--- config.mk ---
export PLATFORM = sky130hd
export DESIGN_NAME = halfword_accumulator
export DESIGN_NICKNAME = d
export VERILOG_FILES = /design/src/rtl/halfword_accumulator.sv
export SDC_FILE = /design/constraint.sdc
export NUM_CORES = 1
export LEC_CHECK = 0
export BUFFER_PORTS_ARGS = -buffer_cell sky130_fd_sc_hd__buf_2
export CAP_MARGIN = 10
export CORE_ASPECT_RATIO = 1.5
export CORE_MARGIN = 1.5
export CORE_UTILIZATION = 45
export DETAILED_ROUTE_END_ITERATION = 12
export GPL_TIMING_DRIVEN = 1
export PLACE_DENSITY = 0.76
export SYNTH_ARGS = -nofsm -noshare
export SYNTH_HDL_FRONTEND = slang
export SYNTH_SLANG_ARGS = --single-unit
--- constraint.sdc ---
create_clock -name clk -period 2.3 [get_ports clk]
set_input_delay 0.115 -clock clk [delete_from_list [all_inputs] [get_ports clk]]
set_output_delay 0.115 -clock clk [all_outputs]
set_load 0.02 [all_outputs]
--- src/rtl/halfword_accumulator.sv ---
// Streaming signed accumulator: sums each group of NUM_TERMS halfwords modulo
// 2^HALFWORD_WIDTH and emits the sum with a sticky signed-overflow flag.
// The result slot overlaps term 0 of the next group for full throughput.
module halfword_accumulator #(
    parameter int unsigned HALFWORD_WIDTH = 16,
    parameter int unsigned NUM_TERMS      = 9
) (
    input  logic                      clk,
    input  logic                      rst,
    input  logic [HALFWORD_WIDTH-1:0] in_data,
    input  logic                      in_valid,
    output logic                      in_ready,
    output logic [HALFWORD_WIDTH-1:0] out_data,
    output logic                      out_overflow,
    output logic                      out_valid,
    input  logic                      out_ready
);

    localparam int unsigned CntWidth = $clog2(NUM_TERMS) + 1;
    localparam int unsigned Msb      = HALFWORD_WIDTH - 1;

    typedef enum logic [0:0] {StAccum, StHold} state_e;

    state_e                    state_q, state_d;
    logic [HALFWORD_WIDTH-1:0] acc_q, acc_d;
    logic [CntWidth-1:0]       cnt_q, cnt_d;
    logic                      ovf_q, ovf_d;
    logic [HALFWORD_WIDTH-1:0] out_data_q, out_data_d;
    logic                      out_ovf_q, out_ovf_d;
    logic                      out_valid_q, out_valid_d;

    logic                      in_hs;
    logic                      out_hs;
    logic [HALFWORD_WIDTH-1:0] sum;
    logic                      add_ovf;

    // State and datapath registers, synchronous reset
    always_ff @(posedge clk) begin
        if (rst) begin
            state_q     <= StAccum;
            acc_q       <= '0;
            cnt_q       <= '0;
            ovf_q       <= 1'b0;
            out_data_q  <= '0;
            out_ovf_q   <= 1'b0;
            out_valid_q <= 1'b0;
        end else begin
            state_q     <= state_d;
            acc_q       <= acc_d;
            cnt_q       <= cnt_d;
            ovf_q       <= ovf_d;
            out_data_q  <= out_data_d;
            out_ovf_q   <= out_ovf_d;
            out_valid_q <= out_valid_d;
        end
    end

    // Handshakes and the wrapped addition with its signed-overflow test
    always_comb begin
        in_hs   = in_valid && in_ready;
        out_hs  = out_valid_q && out_ready;
        sum     = acc_q + in_data;
        // Overflow only when both operands share a sign and the result flips it
        add_ovf = (acc_q[Msb] == in_data[Msb]) && (sum[Msb] != acc_q[Msb]);
    end

    // Next-state and accumulation
    always_comb begin
        state_d     = state_q;
        acc_d       = acc_q;
        cnt_d       = cnt_q;
        ovf_d       = ovf_q;
        out_data_d  = out_data_q;
        out_ovf_d   = out_ovf_q;
        out_valid_d = out_valid_q;
        unique case (state_q)
            StAccum: begin
                if (in_hs) begin
                    if (cnt_q == '0) begin
                        acc_d = in_data;
                        ovf_d = 1'b0;
                    end else begin
                        acc_d = sum;
                        ovf_d = ovf_q | add_ovf;
                    end
                    cnt_d = cnt_q + CntWidth'(1);
                    if (cnt_q == CntWidth'(NUM_TERMS - 1)) begin
                        out_data_d  = acc_d;
                        out_ovf_d   = ovf_d;
                        out_valid_d = 1'b1;
                        cnt_d       = '0;
                        state_d     = StHold;
                    end
                end
            end
            StHold: begin
                if (out_hs) begin
                    out_valid_d = 1'b0;
                    state_d     = StAccum;
                    // An input accepted here is term 0 of the next group
                    if (in_hs) begin
                        acc_d = in_data;
                        ovf_d = 1'b0;
                        cnt_d = CntWidth'(1);
                    end
                end
            end
            default: state_d = StAccum;
        endcase
    end

    // Outputs: registered result, in_ready follows out_ready only in HOLD
    always_comb begin
        in_ready     = !rst && ((state_q == StAccum) || out_ready);
        out_data     = out_data_q;
        out_overflow = out_ovf_q;
        out_valid    = out_valid_q;
    end

endmodule

==> results.sh, run 1 <==
export IMPL_status="finished clean"
export IMPL_start_kind="flop"
export IMPL_critical_path_class="reg -> reg"
export IMPL_synth_top_area_share_pct=32.06
export IMPL_final_cell_area_um2=2987
export IMPL_total_power_mw=1.660
export IMPL_slew_headroom_pct=64.79
export IMPL_clock_sinks=41
export IMPL_cts_tree="done"
export IMPL_nets=411
export IMPL_synth_edff_count=0
export IMPL_cts_clk_slew_worst_paths_ns=0.08
export IMPL_hold_viol=0
export IMPL_synth_area_um2=2560
export IMPL_wire_per_inst_um=14.93
export IMPL_wl_mm=6.598
export IMPL_cts_buffers=5
export IMPL_cts_buffer_depth=2
export IMPL_routed_via_density=5.715
export IMPL_synthArstFlopShare_pct=0
export IMPL_drtIter0Drc=142
export IMPL_drc=0
export IMPL_portBuffers=38
export IMPL_area_growth_pct=16.67
export IMPL_insertion_delay_ns=0.29
export IMPL_power_switching_mw=0.5324
export IMPL_critical_path_peak_fanout=3
export IMPL_drv_slew=0
export IMPL_max_freq_mhz=459.6
export IMPL_cap_violations=0
export IMPL_antenna_found_initial=0
export IMPL_min_period_ns=2.176
export IMPL_ys_types=55
export IMPL_ir_worst_vdd_mv=0.3439
export IMPL_met2_usage_pct=41.06
export IMPL_endpoint_kind="flop"
export IMPL_coreArea_um2=5492
export IMPL_clockRootBuffer="clkbuf_8"
export IMPL_power_leakage_nw=1.261
export IMPL_fp_dieH_um=95.38
export IMPL_multi_input_area_um2=1655
export IMPL_vias=2526
export IMPL_worst_slew_pin_slew_ns=0.5210
export IMPL_finalCritPeriodShare_pct=94.60
export IMPL_initial_core_util_pct=46.62
export IMPL_die_area_um2=6160
export IMPL_synth_seq_cells=41
export IMPL_insertedDiodeCount=0
export IMPL_power_frac_seq_pct=45.3
export IMPL_grt_max_degree=29
export IMPL_setup_tns_ns=0
export IMPL_setup_violations=0
export IMPL_syn_num_nets=371
export IMPL_grt_use_total_pct=22.50
export IMPL_pin_count=39
export IMPL_pwr_share_comb_pct=28.0
export IMPL_ctsHoldBuffers=0
export IMPL_gp_congestion=0.9183
export IMPL_ff_latch_area_um2=822.0
export IMPL_met3_usage_pct=3.542
export IMPL_rsz0062_at_grt="yes"
export IMPL_synth_top_area_cell="dfxtp_1"
export IMPL_post_place_ws_ns=0.05985
export IMPL_synth_warnings=0
export IMPL_ant_nets=0
export IMPL_die_w_um=64.59
export IMPL_grt_overflow_total=0
export IMPL_synthCells=333
export IMPL_synth_area_top_cells="dfxtp_1, ha_1, a21oi_1, nand2_1, nor2_1"
export IMPL_placed_area_um2=2854
export IMPL_synth_avg_cell_area_um2=7.688
export IMPL_row_count=33
export IMPL_p_sw_share_pct=32.08
export IMPL_met1_usage_pct=24.16
export IMPL_arrival_ns=2.40
export IMPL_p_per_area_nw_per_um2=555.7
export IMPL_fillers=549
export IMPL_drive_gt1_share_pct=22.31
export IMPL_p_int_mw=1.127
export IMPL_grt_pass1_wl_mm=10.85
export IMPL_grt_pass1_vias=2429
export IMPL_clkPwrFrac_pct=26.8
export IMPL_synthFlopType="dfxtp_1"
export IMPL_hold_path_class="in -> reg"
export IMPL_grt_busiest_layer="met2"
export IMPL_h_tree_depth=2
export IMPL_ys_seq_area_share_pct=32.06
export IMPL_firstDrtPassIters=4
export IMPL_dp_hpwl_mm=4.809
export IMPL_cp_required_ns=2.52
export IMPL_timing_final_ws_setup_ns=0.1241
export IMPL_fin_skew_ns=0.004308
==> power by group through the flow <==
stage | clock (mW) | sequential [mW] | combinational [mW]
2_1_floorplan | 0 | 0.763 | 0.316
3_3_place_gp | 0 | 0.766 | 0.426
3_5_place_dp | 0 | 0.767 | 0.432
4_1_cts | 0.457 | 0.750 | 0.437
5_1_grt | 0.483 | 0.755 | 0.513
6_report | 0.444 | 0.751 | 0.464
==> path summary, 6_finish.rpt <==
kind	from	endpoint	slack (ns)	cells after the start
worst max-delay path	acc_q[0]$_SDFFE_PP0P_	out_data[12]$_SDFFE_PP0P_	0.12	10
worst min register to register	out_overflow$_SDFFE_PP0P_	out_overflow$_SDFFE_PP0P_	0.46	2
worst max register to register	acc_q[0]$_SDFFE_PP0P_	out_data[12]$_SDFFE_PP0P_	0.12	10
worst min-delay path	in_data[14]	acc_q[14]$_SDFFE_PP0P_	0.09	3
==> final cells by class <==
class / instances / share of cell area [%]
flip-flops and latches: 41 / 27.52
repair buffers: 54 / 10.39
inverters: 10 / 1.257
well taps: 70 / 2.933
multi-input cells: 261 / 55.43
clock inverters: 1 / 0.1676
clock buffers: 5 / 2.304
==> sequential cells by signal (all words and copies together), names as in the netlist <==
name          count
cnt_q             5
state_q           1
ovf_q             1
out_overflow      1
out_data         16
acc_q            16
out_valid         1
==> repair_timing <==
item	in CTS	in global routing
buffers inserted	0	2
endpoints found under the hold margin	0	0
gates resized for setup	0	12
endpoints found under the setup margin	0	12
==> worst max-delay path, stage by stage, from the launching register on <==
cell	delay, ns
dfxtp_2	0.33
ha_2	0.17
inv_1	0.05
fa_2	0.34
nor2b_2	0.16
o211ai_1	0.17
a31oi_2	0.26
o221ai_2	0.14
xnor2_1	0.26
nand2_1	0.10
a21oi_1	0.14
==> cell families (layout without fill, tap and decap cells) <==
kind of cell | count (synthesis) | after routing | share of synthesized area (%)
mux | 7 | 7 | 2.786
simple gates | 124 | 124 | 22.78
xor+xnor | 16 | 16 | 5.474
compound gates | 96 | 96 | 22.87
buf+inv | 31 | 70 | 4.936
flops | 41 | 41 | 32.06
fa+ha+maj | 18 | 18 | 9.091
==> routing by layer <==
metal	wire length, um	share of wire (%)	vias to the layer above
met3	293	4.4	27
li1	-	-	1248
met2	3458	52	70
met5	0	0	-
met4	314	4.8	0
met1	2531	38	1181
==> stage by stage <==
step	util (%)	hold slack, ns	std cells
3_5_place_dp	51.97	0.3642	434
2_1_floorplan	-	0.2423	333
5_1_grt	54.39	0.08659	442
6_report	54.39	0.09007	442
4_1_cts	53.32	0.07657	440
3_3_place_gp	51.97	0.3655	434
==> synth_stat cells (all sizes together) (6+ instances only) <==
| master | n |
|---|---|
| nand2 | 42 |
| a21oi | 42 |
| dfxtp | 41 |
| inv | 10 |
| o21ai | 21 |
| clkbuf | 15 |
| ha | 17 |
| nor3 | 6 |
| nand3 | 14 |
| mux2i | 6 |
| nor2 | 35 |
| xor2 | 7 |
| xnor2 | 9 |
| buf | 6 |
| a211oi | 7 |
| a31oi | 6 |
==> placed cells by master (no fill, tap or decap), drive strengths merged, types with 2 or more instances in the layout <==
| master | n |
|---|---|
| clkbuf | 5 |
| a21oi | 42 |
| or2 | 2 |
| o21ai | 21 |
| nor2b | 4 |
| a211oi | 7 |
| nor3 | 6 |
| ha | 17 |
| mux2i | 6 |
| a21o | 4 |
| and2 | 4 |
| inv | 10 |
| and3 | 4 |
| or3 | 3 |
| a21boi | 2 |
| xor2 | 7 |
| a31oi | 6 |
| nor2 | 35 |
| buf | 54 |
| xnor2 | 9 |
| a311oi | 2 |
| dfxtp | 41 |
| o211ai | 3 |
| nand3 | 14 |
| nand4 | 4 |
| nand2 | 42 |
No activity file was read; power rests on OpenSTA's default activity.
==> inputs of run 2 (changes only) <==
--- a/config.mk
+++ b/config.mk
@@ -13,6 +13,7 @@
 export DETAILED_ROUTE_END_ITERATION = 12
 export GPL_TIMING_DRIVEN = 1
 export PLACE_DENSITY = 0.76
+export RECOVER_POWER = 25
 export SYNTH_ARGS = -nofsm -noshare
 export SYNTH_HDL_FRONTEND = slang
 export SYNTH_SLANG_ARGS = --single-unit
==> constraint.sdc (replaced) <==
create_clock -name clk -period 2.3 [get_ports clk]
set_input_delay 0.345 -clock clk [delete_from_list [all_inputs] [get_ports clk]]
set_output_delay 0.345 -clock clk [all_outputs]
set_load 0.02 [all_outputs]
==> run 2 against run 1 <==
Final area increased by 2.7%; critical path type unchanged; routed wire length increased by 0.17%; highest routed layer unchanged; total power increased by 6.1%; clock skew increased by 0.0052 ns; clock power increased by 16%; via count increased by 0.67%; combinational power increased by 7.1%; first-iteration DRC count decreased by 21%; largest power group unchanged.
==> results.sh, run 2 (synthesis results as in run 1) <==
export IMPL_critical_path_class="reg -> reg"
export IMPL_p_per_area_nw_per_um2=574.4
export IMPL_drv_slew=0
export IMPL_die_w_um=64.59
export IMPL_power_leakage_nw=1.267
export IMPL_row_count=33
export IMPL_cap_violations=0
export IMPL_slew_headroom_pct=64.27
export IMPL_fin_skew_ns=0.009516
export IMPL_ctsHoldBuffers=0
export IMPL_min_period_ns=2.253
export IMPL_nets=420
export IMPL_ir_worst_vdd_mv=0.2468
export IMPL_arrival_ns=2.49
export IMPL_status="finished clean"
export IMPL_mostFrequentLayoutCells="a21oi_1, nand2_1, dfxtp_1, nor2_1, buf_4"
export IMPL_ant_nets=0
export IMPL_critical_path_peak_fanout=3
export IMPL_vias=2543
export IMPL_cts_setup_buffers=0
export IMPL_finalCritPeriodShare_pct=97.96
export IMPL_die_area_um2=6160
export IMPL_max_freq_mhz=443.8
export IMPL_drc=0
export IMPL_ff2ff_path_depth=10
export IMPL_setup_violations=0
export IMPL_grt_pass1_vias=2424
export IMPL_endpoint_kind="flop"
export IMPL_cts_buffer_depth=2
export IMPL_post_cts_resized=0
export IMPL_post_place_ws_ns=-0.06912
export IMPL_antenna_found_initial=0
export IMPL_routed_via_density=5.614
export IMPL_grt_pass1_wl_mm=10.70
export IMPL_final_cell_area_um2=3067
export IMPL_firstDrtPassIters=4
export IMPL_hold_viol=0
export IMPL_rsz0062_at_grt="yes"
export IMPL_drtIter0Drc=112
export IMPL_gp_congestion=0.9239
export IMPL_cts_buffers=5
export IMPL_fp_dieH_um=95.38
export IMPL_insertedDiodeCount=0
export IMPL_initial_core_util_pct=46.62
export IMPL_area_growth_pct=19.79
export IMPL_dp_hpwl_mm=4.951
export IMPL_insertion_delay_ns=0.30
export IMPL_h_tree_depth=2
export IMPL_worst_slew_pin_slew_ns=0.5287
export IMPL_coreArea_um2=5492
export IMPL_wire_per_inst_um=14.59
export IMPL_clock_sinks=41
export IMPL_timing_hold_ws_ns=0.2793
export IMPL_cts_clk_slew_worst_paths_ns=0.08
export IMPL_drive_gt1_share_pct=20.37
export IMPL_wl_mm=6.609
export IMPL_total_power_mw=1.762
export IMPL_start_kind="flop"
export IMPL_hold_path_class="in -> reg"
export IMPL_timing_final_ws_setup_ns=0.04693
export IMPL_cp_required_ns=2.54
export IMPL_grt_overflow_total=0
export IMPL_grt_max_degree=29
export IMPL_placed_area_um2=2937
export IMPL_cts_tree="done"
export IMPL_clockRootBuffer="clkbuf_8"
export IMPL_portBuffers=38
export IMPL_hold_path_depth=3
export IMPL_pin_count=39
export IMPL_grt_use_total_pct=22.18
-- run 2: cell count changes in the layout (fill, tap and decap cells not counted), moves of 3 or more --
cell,previous run,this run
ha_1,14,17
ha_2,3,0
buf_2,38,24
clkbuf_1,0,14
buf_4,16,25
-- run 2: area by class of cell --
class	instances	area, um^2
Clock inverter	2	13.76
Clock buffer	6	82.58
Inverter	10	37.54
Fill cell	526	2425
Sequential cell	41	822.0
Multi-Input combinational cell	261	1663
Timing Repair Buffer	63	360.3
Tap cell	70	87.58
-- run 2: worst max-delay path: stages, from the launching register on --
cell      delay [ns]
dfxtp_2         0.34
ha_1            0.16
inv_1           0.05
fa_2            0.35
nor2b_2         0.16
o211ai_1        0.18
a31oi_2         0.32
o221ai_2        0.17
xnor2_2         0.25
nand2_1         0.09
a21oi_1         0.13
-- run 2: power breakdown --
part	switching (mW)	leakage (nW)	internal (mW)	total, mW
Clock	0.269	0.0512	0.244	0.513
Sequential	0.0162	0.334	0.735	0.751
Combinational	0.282	0.882	0.216	0.497
Total	0.567	1.27	1.19	1.76
-- run 2: final timing paths --
kind / slack (ns) / end / from
setup reg to reg: 0.05 / out_data[12]$_SDFFE_PP0P_ / acc_q[0]$_SDFFE_PP0P_
hold reg to reg: 0.46 / out_data[7]$_SDFFE_PP0P_ / out_data[7]$_SDFFE_PP0P_
hold / removal: 0.28 / acc_q[14]$_SDFFE_PP0P_ / in_data[14]
setup / recovery: 0.05 / out_data[12]$_SDFFE_PP0P_ / acc_q[0]$_SDFFE_PP0P_
-- run 2: through the flow --
| stage | utilization (%) | setup TNS, ns | std cells |
|---|---|---|---|
| floorplan | - | 0 | 333 |
| global placement | 53.47 | -0.07712 | 445 |
| detailed placement | 53.47 | -0.1929 | 445 |
| CTS | 55.23 | 0 | 453 |
| global route | 55.84 | -0.3839 | 453 |
| finish | 55.84 | 0 | 453 |
-- run 2: per-layer routing --
metal	part of all wire (%)	GRT usage, %	vias up
met1	39	23.30	1183
met4	4.2	14.01	0
met5	0	0	-
met3	4.0	3.660	23
li1	-	-	1269
met2	53	40.63	68
==> inputs of run 3 (changes only) <==
--- a/config.mk
+++ b/config.mk
@@ -10,8 +10,9 @@
 export CORE_ASPECT_RATIO = 1.5
 export CORE_MARGIN = 1.5
 export CORE_UTILIZATION = 45
+export CTS_BUF_LIST = sky130_fd_sc_hd__clkbuf_8
 export DETAILED_ROUTE_END_ITERATION = 12
-export GPL_TIMING_DRIVEN = 1
+export GPL_TIMING_DRIVEN = 0
 export PLACE_DENSITY = 0.76
 export RECOVER_POWER = 25
 export SYNTH_ARGS = -nofsm -noshare
==> constraint.sdc (replaced) <==
create_clock -name clk -period 2.3 [get_ports clk]
set_input_delay 0.345 -clock clk [delete_from_list [all_inputs] [get_ports clk]]
set_output_delay 0.345 -clock clk [all_outputs]
set_load 0.005 [all_outputs]
==> run 3 against run 2 <==
Worst hold slack improved by 0.031 ns; final area rose by 0.90%; cell count did not move; via count rose by 1.6%; sequential share of layout area fell by 0.24 points; combinational power fell by 3%; largest cell class unchanged.
==> results.sh, run 3 (synthesis results as in run 1) <==
export IMPL_status="finished clean"
export IMPL_insertion_delay_ns=0.29
export IMPL_antenna_found_initial=0
export IMPL_power_switching_mw=0.5613
export IMPL_placed_area_um2=2828
export IMPL_final_cell_area_um2=3094
export IMPL_cp_required_ns=2.52
export IMPL_arrival_ns=2.51
export IMPL_min_period_ns=2.288
export IMPL_initial_core_util_pct=46.62
export IMPL_mostFrequentLayoutCells="nand2_1, dfxtp_1, a21oi_1, buf_2, nor2_1"
export IMPL_drc=0
export IMPL_insertedDiodeCount=0
export IMPL_cts_buffers=5
export IMPL_clock_sinks=41
export IMPL_grt_max_degree=13
export IMPL_cts_tree="done"
export IMPL_cts_clk_slew_worst_paths_ns=0.08
export IMPL_setup_tns_ns=0
export IMPL_wl_mm=6.988
export IMPL_portBuffers=36
export IMPL_vias=2583
export IMPL_grt_overflow_total=0
export IMPL_area_growth_pct=20.87
export IMPL_total_power_mw=1.846
export IMPL_nets=420
export IMPL_pwr_share_comb_pct=26.1
export IMPL_hold_path_class="in -> reg"
export IMPL_cts_buffer_depth=2
export IMPL_setup_violations=0
export IMPL_dp_hpwl_mm=5.100
export IMPL_power_frac_seq_pct=40.8
export IMPL_die_area_um2=6160
export IMPL_grt_use_total_pct=23.21
export IMPL_clockRootBuffer="clkbuf_8"
export IMPL_power_leakage_nw=1.287
export IMPL_start_kind="flop"
export IMPL_clkPwrFrac_pct=33.1
export IMPL_critical_path_class="reg -> reg"
export IMPL_die_w_um=64.59
export IMPL_grt_pass1_vias=2461
export IMPL_hold_viol=0
export IMPL_drive_gt1_share_pct=21.67
export IMPL_pin_count=39
export IMPL_ir_worst_vdd_mv=0.4180
export IMPL_p_per_area_nw_per_um2=596.5
export IMPL_max_freq_mhz=437.0
export IMPL_drv_slew=0
export IMPL_drtIter0Drc=125
export IMPL_routed_via_density=5.702
export IMPL_ant_nets=0
export IMPL_firstDrtPassIters=6
export IMPL_wire_per_inst_um=15.43
export IMPL_gp_congestion=0.8791
export IMPL_h_tree_depth=2
export IMPL_finalCritPeriodShare_pct=99.50
export IMPL_grt_pass1_wl_mm=11.14
export IMPL_fin_util_pct=56.35
export IMPL_endpoint_kind="flop"
export IMPL_fp_dieH_um=95.38
export IMPL_layout_commonest_cell="nand2_1"
export IMPL_coreArea_um2=5492
export IMPL_p_int_mw=1.284
export IMPL_worst_slew_pin_slew_ns=0.6528
export IMPL_critical_path_peak_fanout=5
export IMPL_slew_headroom_pct=55.89
export IMPL_p_sw_share_pct=30.41
export IMPL_fin_skew_ns=0.006838
export IMPL_cap_violations=0
export IMPL_ctsHoldBuffers=0
export IMPL_rsz0062_at_grt="yes"
export IMPL_row_count=33
export IMPL_fillers=522
==> run 3: changes by cell type in the layout (fill, tap and decap cells not counted), sizes merged <==
cell	before	now
clkinv	2	0
clkbuf	20	29
buf	49	40
inv	10	11
bufinv	0	1
==> run 3: worst paths after layout <==
| check | start | to | slack [ns] | depth (start not counted) |
|---|---|---|---|---|
| worst min register to register | out_data[13]$_SDFFE_PP0P_ | out_data[13]$_SDFFE_PP0P_ | 0.46 | 2 |
| worst min-delay path | in_data[14] | acc_q[14]$_SDFFE_PP0P_ | 0.31 | 3 |
| worst max register to register | acc_q[4]$_SDFFE_PP0P_ | acc_q[15]$_SDFFE_PP0P_ | 0.01 | 8 |
| worst max-delay path | acc_q[4]$_SDFFE_PP0P_ | acc_q[15]$_SDFFE_PP0P_ | 0.01 | 8 |
==> run 3: worst max-delay path: stages (launching register included) <==
cell and delay [ns]:
dfxtp_1 0.34, ha_1 0.36, a21oi_2 0.30, o211ai_2 0.22, a21boi_2 0.31, o21ai_4 0.10, mux2i_1 0.12, or3_1 0.30
a31oi_1 0.16
==> run 3: metal layers <==
metal  global-route usage, %  vias up  routed length [um]
met5                       0        -                   0
met3                   3.306       15                 344
met2                   42.62       80                3712
li1                        -     1276                   -
met1                   26.04     1212                2783
met4                   11.17        0                 148
==> run 3: what timing repair did <==
| item | CTS | global route |
|---|---|---|
| pin swaps | 2 | 16 |
| setup endpoints to repair | 11 | 16 |
| resized for setup | 4 | 26 |
| buffers inserted | 1 | 5 |
==> run 3: through the flow <==
step	hold slack [ns]	std cells	setup slack (ns)
final	0.3099	453	0.01154
after global routing	0.2924	453	-0.09076
after CTS	0.2978	448	0.002985
after floorplan	0.4322	333	0.1707
after global placement	0.4443	439	-0.1700
after detailed placement	0.4478	439	-0.2199
==> run 3: cell type report <==
type	instances	area, um^2	share of cell area, %
Buffer	21	95.09	3.073
Clock buffer	6	82.58	2.669
Clock inverter	2	33.78	1.092
Inverter	10	37.54	1.213
Multi-Input combinational cell	261	1718	55.52
Sequential cell	41	822.0	26.57
Tap cell	70	87.58	2.831
Timing Repair Buffer	42	217.7	7.036
==> run 3: power groups by stage <==
stage                     clock network, mW  registers (mW)  logic, mW
after floorplan                           0           0.763      0.315
after global placement                    0           0.766      0.412
after detailed placement                  0           0.768      0.420
after CTS                             0.618           0.751      0.429
after global routing                  0.649           0.755      0.528
final                                 0.611           0.752      0.482
